**config.mk**
```make
export PLATFORM = sky130hd
export DESIGN_NAME = dm_arbiter
export DESIGN_NICKNAME = d
export VERILOG_FILES = /design/src/rtl/dm_arbiter_pkg.sv /design/src/rtl/dm_arbiter_be_gen.sv /design/src/rtl/dm_arbiter.sv
export SDC_FILE = /design/constraint.sdc
export NUM_CORES = 1
export LEC_CHECK = 0
export CAP_MARGIN = 20
export CORE_AREA = 2 2 133 135
export DETAILED_ROUTE_END_ITERATION = 10
export DIE_AREA = 0 0 135 137
export GPL_TIMING_DRIVEN = 0
export SKIP_LAST_GASP = 1
export SLEW_MARGIN = 10
export SYNTH_ARGS = -nofsm -noshare
export SYNTH_HDL_FRONTEND = slang
export SYNTH_SLANG_ARGS = --single-unit
```
**constraint.sdc**
```tcl
create_clock -name Clk -period 3.3 [get_ports Clk]
set_input_delay 0.66 -clock Clk [delete_from_list [all_inputs] [get_ports Clk]]
set_output_delay 0.66 -clock Clk [all_outputs]
set_load 0.01 [all_outputs]
```
**src/rtl/dm_arbiter_pkg.sv**
```systemverilog
// Shared encodings for the data-memory arbiter: access sizes, arbiter states
// and port indices, plus the alignment fault rule used by the byte-enable logic.
package dm_arbiter_pkg;

    localparam logic [1:0] SIZE_BYTE = 2'b00;
    localparam logic [1:0] SIZE_HALF = 2'b01;
    localparam logic [1:0] SIZE_WORD = 2'b10;

    typedef enum logic {
        ARB_IDLE  = 1'b0,
        ARB_BURST = 1'b1
    } arbState_t;

    localparam logic PORT_CPU = 1'b0;
    localparam logic PORT_DMA = 1'b1;

    // Halves must be 2-byte aligned, words 4-byte aligned; size 11 is reserved.
    function automatic logic isFault(input logic [1:0] size, input logic [1:0] addrLow);
        logic fault;
        case (size)
            SIZE_BYTE: fault = 1'b0;
            SIZE_HALF: fault = addrLow[0];
            SIZE_WORD: fault = (addrLow != 2'b00);
            default:   fault = 1'b1;
        endcase
        return fault;
    endfunction

endpackage

```
**src/rtl/dm_arbiter_be_gen.sv**
```systemverilog
// Turns the granted request's size, low address bits and right-aligned store
// data into dm byte enables, lane-replicated write data and a fault flag.
module dm_arbiter_be_gen
    import dm_arbiter_pkg::*;
(
    input  logic [1:0]  i_size,
    input  logic [1:0]  i_addrLow,
    input  logic [31:0] i_wdata,
    output logic [3:0]  o_be,
    output logic [31:0] o_wd,
    output logic        o_fault
);

    always_comb begin
        o_be    = 4'b0000;
        o_wd    = i_wdata;
        o_fault = isFault(i_size, i_addrLow);
        case (i_size)
            SIZE_BYTE: begin
                o_be = 4'b0001 << i_addrLow;
                o_wd = {4{i_wdata[7:0]}};
            end
            SIZE_HALF: begin
                o_be = i_addrLow[1] ? 4'b1100 : 4'b0011;
                o_wd = {2{i_wdata[15:0]}};
            end
            SIZE_WORD: begin
                o_be = 4'b1111;
                o_wd = i_wdata;
            end
            default: begin
                o_be = 4'b0000;
                o_wd = i_wdata;
            end
        endcase
        // A faulting access still gets its grant but must never touch memory.
        if (o_fault) begin
            o_be = 4'b0000;
        end
    end

endmodule

```
**src/rtl/dm_arbiter.sv**
```systemverilog
// Shares the single-port data memory between the CPU M-stage (port 0) and the
// DMA engine (port 1) with round-robin arbitration and a bounded DMA burst lock.
module dm_arbiter
    import dm_arbiter_pkg::*;
#(
    parameter int MAX_BURST = 8,
    parameter int CNT_W     = 8
) (
    input  logic        Clk,
    input  logic        Reset,
    input  logic        i_req0,
    input  logic        i_req1,
    input  logic        i_we0,
    input  logic        i_we1,
    input  logic [1:0]  i_size0,
    input  logic [1:0]  i_size1,
    input  logic [31:0] i_addr0,
    input  logic [31:0] i_addr1,
    input  logic [31:0] i_wdata0,
    input  logic [31:0] i_wdata1,
    input  logic [31:0] i_pc0,
    input  logic        i_lock1,
    output logic        o_gnt0,
    output logic        o_gnt1,
    output logic        o_err0,
    output logic        o_err1,
    output logic [31:0] o_rdata,
    output logic        o_dm_WE,
    output logic [3:0]  o_dm_BE,
    output logic [31:0] o_dm_Addr,
    output logic [31:0] o_dm_WD,
    output logic [31:0] o_dm_PC,
    input  logic [31:0] i_dm_RD
);

    arbState_t          r_state;
    logic [CNT_W-1:0]   r_count;
    logic               r_last;

    logic               w_dmaLocked;
    logic               w_gnt0;
    logic               w_gnt1;
    logic               w_granted;
    logic               w_we;
    logic [1:0]         w_size;
    logic [31:0]        w_addr;
    logic [31:0]        w_wdata;
    logic [3:0]         w_be;
    logic [31:0]        w_wd;
    logic               w_fault;

    assign w_dmaLocked = (r_state == ARB_BURST) && i_req1 && i_lock1;

    // Reset blanks both grants, which in turn blanks every memory-side output.
    always_comb begin
        w_gnt0 = 1'b0;
        w_gnt1 = 1'b0;
        if (!Reset) begin
            if (w_dmaLocked) begin
                w_gnt1 = 1'b1;
            end else if (i_req0 && i_req1) begin
                if (r_last == PORT_DMA) begin
                    w_gnt0 = 1'b1;
                end else begin
                    w_gnt1 = 1'b1;
                end
            end else if (i_req0) begin
                w_gnt0 = 1'b1;
            end else if (i_req1) begin
                w_gnt1 = 1'b1;
            end
        end
    end

    assign w_granted = w_gnt0 | w_gnt1;
    assign w_we      = w_gnt1 ? i_we1    : i_we0;
    assign w_size    = w_gnt1 ? i_size1  : i_size0;
    assign w_addr    = w_gnt1 ? i_addr1  : i_addr0;
    assign w_wdata   = w_gnt1 ? i_wdata1 : i_wdata0;

    dm_arbiter_be_gen u_be_gen (
        .i_size    (w_size),
        .i_addrLow (w_addr[1:0]),
        .i_wdata   (w_wdata),
        .o_be      (w_be),
        .o_wd      (w_wd),
        .o_fault   (w_fault)
    );

    assign o_gnt0    = w_gnt0;
    assign o_gnt1    = w_gnt1;
    assign o_err0    = w_gnt0 & w_fault;
    assign o_err1    = w_gnt1 & w_fault;
    assign o_dm_WE   = w_granted & w_we & ~w_fault;
    assign o_dm_BE   = w_granted ? w_be : 4'b0000;
    assign o_dm_Addr = w_granted ? {w_addr[31:2], 2'b00} : 32'h0;
    assign o_dm_WD   = w_granted ? w_wd : 32'h0;
    assign o_dm_PC   = w_gnt0 ? i_pc0 : 32'h0;
    assign o_rdata   = w_granted ? i_dm_RD : 32'h0;

    // Leaving a burst always follows a DMA grant, so last already points at
    // the DMA and a waiting CPU takes the next contested cycle.
    always_ff @(posedge Clk) begin
        if (Reset) begin
            r_state <= ARB_IDLE;
            r_count <= '0;
            r_last  <= PORT_DMA;
        end else begin
            if (w_gnt0) begin
                r_last <= PORT_CPU;
            end else if (w_gnt1) begin
                r_last <= PORT_DMA;
            end
            case (r_state)
                ARB_IDLE: begin
                    if (w_gnt1 && i_lock1) begin
                        r_state <= ARB_BURST;
                        r_count <= CNT_W'(1);
                    end
                end
                ARB_BURST: begin
                    if (!w_dmaLocked || (r_count == CNT_W'(MAX_BURST - 1))) begin
                        r_state <= ARB_IDLE;
                        r_count <= '0;
                    end else begin
                        r_count <= r_count + CNT_W'(1);
                    end
                end
                default: begin
                    r_state <= ARB_IDLE;
                    r_count <= '0;
                end
            endcase
        end
    end

endmodule
```
# Yosys cells after proc, flatten, opt, wreduce, memory -nomap -nowiden
# Index checks and enable logic that the tools add are counted.
dict set report totals {
  regBits 10
  inputBits 203
  output_inout_bits 137
  elab_cells 58
}
dict set report classes {
  addsub 1
  eq_ne 4
  n_shift 1
  muxes 33
  bitwise 7
  reduce_logical 9
}
# op count
set ops {}
lappend ops {{32-bit 2-to-1 mux} 6}
lappend ops {{32-bit case mux with 2 select lines} 1}
lappend ops {{1-bit 2-to-1 mux} 16}
lappend ops {{8-bit 2-to-1 mux} 2}
lappend ops {{8-bit case mux with 2 select lines} 1}
lappend ops {{4-bit 2-to-1 mux} 3}
lappend ops {{4-bit case mux with 3 select lines} 1}
lappend ops {{8-bit by 1-bit adder with 8-bit output (second input constant)} 1}
lappend ops {{8-bit by 3-bit == test with 1-bit output (second input constant)} 1}
lappend ops {{1-bit AND} 4}
lappend ops {{1-bit logical AND} 4}
lappend ops {{2-bit nonzero test} 2}
lappend ops {{1-bit by 2-bit << shifter with 4-bit output (first input constant)} 1}
lappend ops {{1-bit case mux with 3 select lines} 1}
lappend ops {{2-bit by 1-bit == test with 1-bit output (second input constant)} 1}
lappend ops {{2-bit == test (second input constant)} 1}
lappend ops {{2-bit logical NOT} 1}
lappend ops {{2-bit 2-to-1 mux} 1}
lappend ops {{2-bit inequality test (second input constant)} 1}
lappend ops {{1-bit NOT} 2}
lappend ops {{1-bit case mux with 2 select lines} 1}
lappend ops {{1-bit logical NOT} 1}
lappend ops {{1-bit logical OR} 1}
lappend ops {{1-bit OR} 1}

# Logic depth before layout (Yosys ltp)
dict set report depth {
  ltp_word 10
  depth_mapped 8
}

# By module
# A second synthesis with hierarchy kept.
dict set report hier_totals {
  cells_unflattened 327
  area_unflattened_um2 2522.4
}
# module n_inst cells_each area_per_inst_um2 seq_area_each_um2
set modules_own_cells {}
lappend modules_own_cells {dm_arbiter 1 262 2004.4 200.2}
lappend modules_own_cells {dm_arbiter_be_gen 1 65 518.0 0.0}

# Least setup slack after synthesis
# Ideal clock, no wire load.
dict set report synth_timing {
  kind {input port to output port}
  from {input port Reset}
  to {output port o_dm_BE[1]}
  arrival_ns 1.903
  required_ns 2.640
  path_slack_ns 0.737
  cell_stages 6
  cell_sequence {buf_2 > and2b_2 > o21ai_2 > inv_2 > buf_2 > o41ai_1}
}
dict set report synth_between {
  elab_chain_len 6
  elab_cells_between_ends 15
  cone_classes {eq/ne: 2; shift: 1; mux: 9; bitwise: 1; reduce/logical: 2}
}
# element line
set synth_rtl {}
lappend synth_rtl {{start, declared} dm_arbiter.sv:10} ;# input logic Reset,
lappend synth_rtl {{1-bit 2-to-1 mux} dm_arbiter.sv:58} ;# if (!Reset) begin
lappend synth_rtl {{2-bit 2-to-1 mux or 32-bit 2-to-1 mux (tied branches)} {dm_arbiter.sv:77, dm_arbiter.sv:78}}
lappend synth_rtl {{2-bit == test (tied with other cells)} {dm_arbiter_pkg.sv:20, dm_arbiter_be_gen.sv:18}}
lappend synth_rtl {{4-bit case mux with 3 select lines or 1-bit case mux with 3 select lines (tied branches)} {dm_arbiter_be_gen.sv:18, dm_arbiter_pkg.sv:20}}
lappend synth_rtl {{4-bit 2-to-1 mux} dm_arbiter_be_gen.sv:37} ;# if (o_fault) begin
lappend synth_rtl {{4-bit 2-to-1 mux *} dm_arbiter.sv:95} ;# assign o_dm_BE = w_granted ? w_be : 4'b0000;
lappend synth_rtl {{end, declared} dm_arbiter.sv:29} ;# output logic [3:0] o_dm_BE,
# Every way passes the cells marked *; elsewhere a longest branch is shown, timed or not.

# Final worst setup path
dict set report layout_timing {
  from {input port i_lock1}
  to {output port o_dm_Addr[21]}
}
dict set report layout_between {
  elab_chain_len 5
  elab_cells_between_ends 8
  cone_classes {mux: 6; bitwise: 1; reduce/logical: 1}
}
# element line
set layout_rtl {}
lappend layout_rtl {{start, declared} dm_arbiter.sv:22} ;# input logic i_lock1,
lappend layout_rtl {{1-bit logical AND *} dm_arbiter.sv:52} ;# assign w_dmaLocked = (r_state == ARB_BURST) && i_req1 && i_lock1;
lappend layout_rtl {{1-bit 2-to-1 mux} dm_arbiter.sv:59} ;# if (w_dmaLocked) begin
lappend layout_rtl {{1-bit 2-to-1 mux} dm_arbiter.sv:58}
lappend layout_rtl {{32-bit 2-to-1 mux or 1-bit OR (tied branches)} {dm_arbiter.sv:78, dm_arbiter.sv:75}}
lappend layout_rtl {{32-bit 2-to-1 mux *} dm_arbiter.sv:96} ;# assign o_dm_Addr = w_granted ? {w_addr[31:2], 2'b00} : 32'h0;
lappend layout_rtl {{end, declared} dm_arbiter.sv:30} ;# output logic [31:0] o_dm_Addr,
# Marks and branches as above.

==> impl_metrics.toml <==
[status]
outcome = "finished, final reports clean"

[yosys]
yosys_warnings = 0
synth-edff-count = 0
yosys_register_bits = 10
yosys-top-cells-area = "o211ai_1 14%, a22o_1 9.7%, and2_1 7.8%"
synth_top_flop_cell = "dfxtp_1"
synth_cell_types = 55
synth_top_area_cell = "o211ai_1"
async_reset_ff_share_pct = 0
avgSynthCellArea_um2 = 6.58
ys_seq_area_share_pct = 7.39
synthesis.area_mm2 = 0.00271
synthCells = 412
yosysTopAreaCellShare_pct = 13.9

[final_layout]
final_area_mm2 = 0.00656
final_cell_mix = "269 x clkdlybuf4s50_1, 50 x o211ai_1, 40 x dlygate4sd2_1"
nFillCells = 1814
drive_above_1_share_pct = 8.53
finalNetCount = 956
syn2layout_area_growth_pct = 142
layout_commonest_cell = "clkdlybuf4s50_1"
utilization_pct = 38.5

[sta]
setup_viol_count_final = 0
period_share_pct = 98.0
worst_slew_pin_slew_ns = 0.566
grt_setup_unrepaired = "yes"
finClkSkew_ns = 0.000946
hold_ws_ns = 0.490
hold_viol = 0
fmax_mhz = 309
slew_viol_final = 0
min_period_ns = 3.23
relSlewSlack_pct = 61.8

[floorplanning]
dieWidth_um = 135
core_mm2 = 0.0171
io_pins = 340
die_h_um = 137
start_util_pct = 15.9
dieArea_mm2 = 0.0185
rows = 48

[drt]
vias = 4489
wirelength_um = 18700
drtIter0Drc = 242
antenna_left = 0
avgViaCountPerCell = 4.59
wl_per_cell_um = 19.2
firstDrtPassIters = 5
drc_errors = 0

[placement]
gp_congestion = 0.843
place_area_mm2 = 0.00633
numPortBuffers = 333
dpl.hpwl_um = 15800

[min_path]
hp-class = "flip-flop to flip-flop"
hold_start = "r_count[7]$_SDFFE_PP0P_"

[global_route]
track_usage_pct = 18.7
grt-ovfl-total = 0
antenna_found_initial = 2
grt_pass1_vias = 4472
grt_pass1_wl_um = 26800
grt_max_degree = 11

[pwr]
ir_worst_vdd_mv = 0.148
p_per_area_mw_per_mm2 = 174
power_leakage_nw = 2.99

[clock_network]
cts_buffer_depth = 2
cts_buffers = 3
insertion_delay_ns = 0.24
cts_sinks = 10
htree_num_levels = 1
root_buffer = "clkbuf_16"
cts_tree = "built"
path_clk_slew_ns = 0.04

[job]
maxCapViolCount = 0

[critical_path]
startpoint = "i_lock1"
cp_slowest_stage_delay_ns = 0.54
worst-path-max-fanout = 10
crit_type = "input port to output port"
cp-start-kind = "input port"
required_ns = 2.64
reg2reg_from = "r_count[3]$_SDFFE_PP0P_"
critPathArrivalTime_ns = 2.57
cp_slowest_cell = "clkdlybuf4s50_1"
crit_top_cell = "buf_6"
worstSetupEndpointType = "output port"
path_cells = "dlygate4sd2_1 -> a21bo_2 -> a21oi_4 -> and2_4 -> buf_6 -> buf_6 -> a22o_1 -> clkdlybuf4s50_1"
==> metrics by stage <==
stage	cells	total power [W]	worst slack, ns	TNS, ns
2_1_floorplan	413	0.000412	0.737	0
3_3_place_gp	971	0.000936	-0.581	-38.81
3_5_place_dp	971	0.000931	-0.600	-38.99
4_1_cts	975	0.00115	-0.00564	-0.00894
6_report	977	0.00114	0.0654	0
5_1_grt	975	0.00120	-0.0490	-0.0523
==> cells in the mapped netlist (2+ instances only) <==
| cell | count |
|---|---|
| o21ai_1 | 2 |
| and3_1 | 32 |
| buf_1 | 3 |
| and2_1 | 34 |
| o21a_1 | 3 |
| a22o_1 | 30 |
| a211oi_1 | 2 |
| mux2i_1 | 16 |
| xor2_1 | 3 |
| nand2b_1 | 18 |
| o211ai_1 | 50 |
| buf_4 | 3 |
| a21o_1 | 2 |
| nor3_1 | 4 |
| or3_1 | 18 |
| inv_1 | 5 |
| a21oi_1 | 37 |
| o21ai_0 | 7 |
| dfxtp_1 | 10 |
| o22ai_1 | 2 |
| clkinv_1 | 2 |
| nand3_1 | 3 |
| or2_2 | 3 |
| nand2_1 | 39 |
| nor4_1 | 2 |
| clkbuf_1 | 26 |
| buf_2 | 14 |
| xnor2_1 | 2 |
| nor2_1 | 12 |
| a31oi_1 | 3 |
==> routing by layer <==
layer | track usage, % | vias up | share of wire, %
met5 | 0 | - | 0
met3 | 5.96 | 11 | 9.2
met4 | 2.49 | 0 | 0.85
li1 | - | 2215 | -
met2 | 32.0 | 228 | 49
met1 | 23.7 | 2035 | 41
==> worst max-delay path: cells and delay by family <==
family | cells | cell delay, ns
compound gates | 3 | 0.62
simple gates | 1 | 0.18
buf+inv | 4 | 1.11
==> cell type report <==
type,count,area [um2],area share (%)
well taps,225,282,4.29
multi-input cells,349,2330,35.5
plain buffers,44,280,4.27
clock buffers,3,75.1,1.14
repair buffers,336,3360,51.2
diodes,2,5.00,0.0763
flip-flops and latches,10,200,3.05
inverters,8,32.5,0.496
==> registers in the layout, indices dropped and copies added, names as in the netlist <==
name / count
r_count: 8
r_state: 1
r_last: 1
==> logic make-up (layout without fill, tap and decap cells) <==
logic type / after synthesis / in the layout / synth area share, %
AOI/OAI and AO/OA: 150 / 150 / 39.8
DFF: 10 / 10 / 7.39
other: 1 / 4 / 0.138
buffers and inverters: 54 / 391 / 8.54
adders and majority gates: 1 / 1 / 0.462
and+or+nand+nor: 174 / 174 / 35.8
xor gates and xnor gates: 5 / 5 / 1.62
muxes: 17 / 17 / 6.32
==> power by group <==
part           total [W]  internal, W  switching [W]
Combinational   0.000802     0.000465       0.000337
Clock           0.000211     0.000157      0.0000545
Sequential      0.000125     0.000123     0.00000170
Total            0.00114     0.000745       0.000393
==> final timing paths <==
path / slack, ns / cells after the start / to
worst max-delay path: 0.07 / 8 / o_dm_Addr[21]
worst min-delay path: 0.49 / 1 / r_count[7]$_SDFFE_PP0P_
worst max register to register: 1.49 / 4 / r_count[0]$_SDFFE_PP0P_
worst min register to register: 0.49 / 1 / r_count[7]$_SDFFE_PP0P_
==> timing repair <==
item	in CTS	in global routing
hold buffers	0	0
resized for setup	86	38
setup buffers	2	1
endpoints found under the setup margin	130	68
pin swaps	2	2
hold endpoints to repair	0	0
Power figures use the tool's default switching activity.
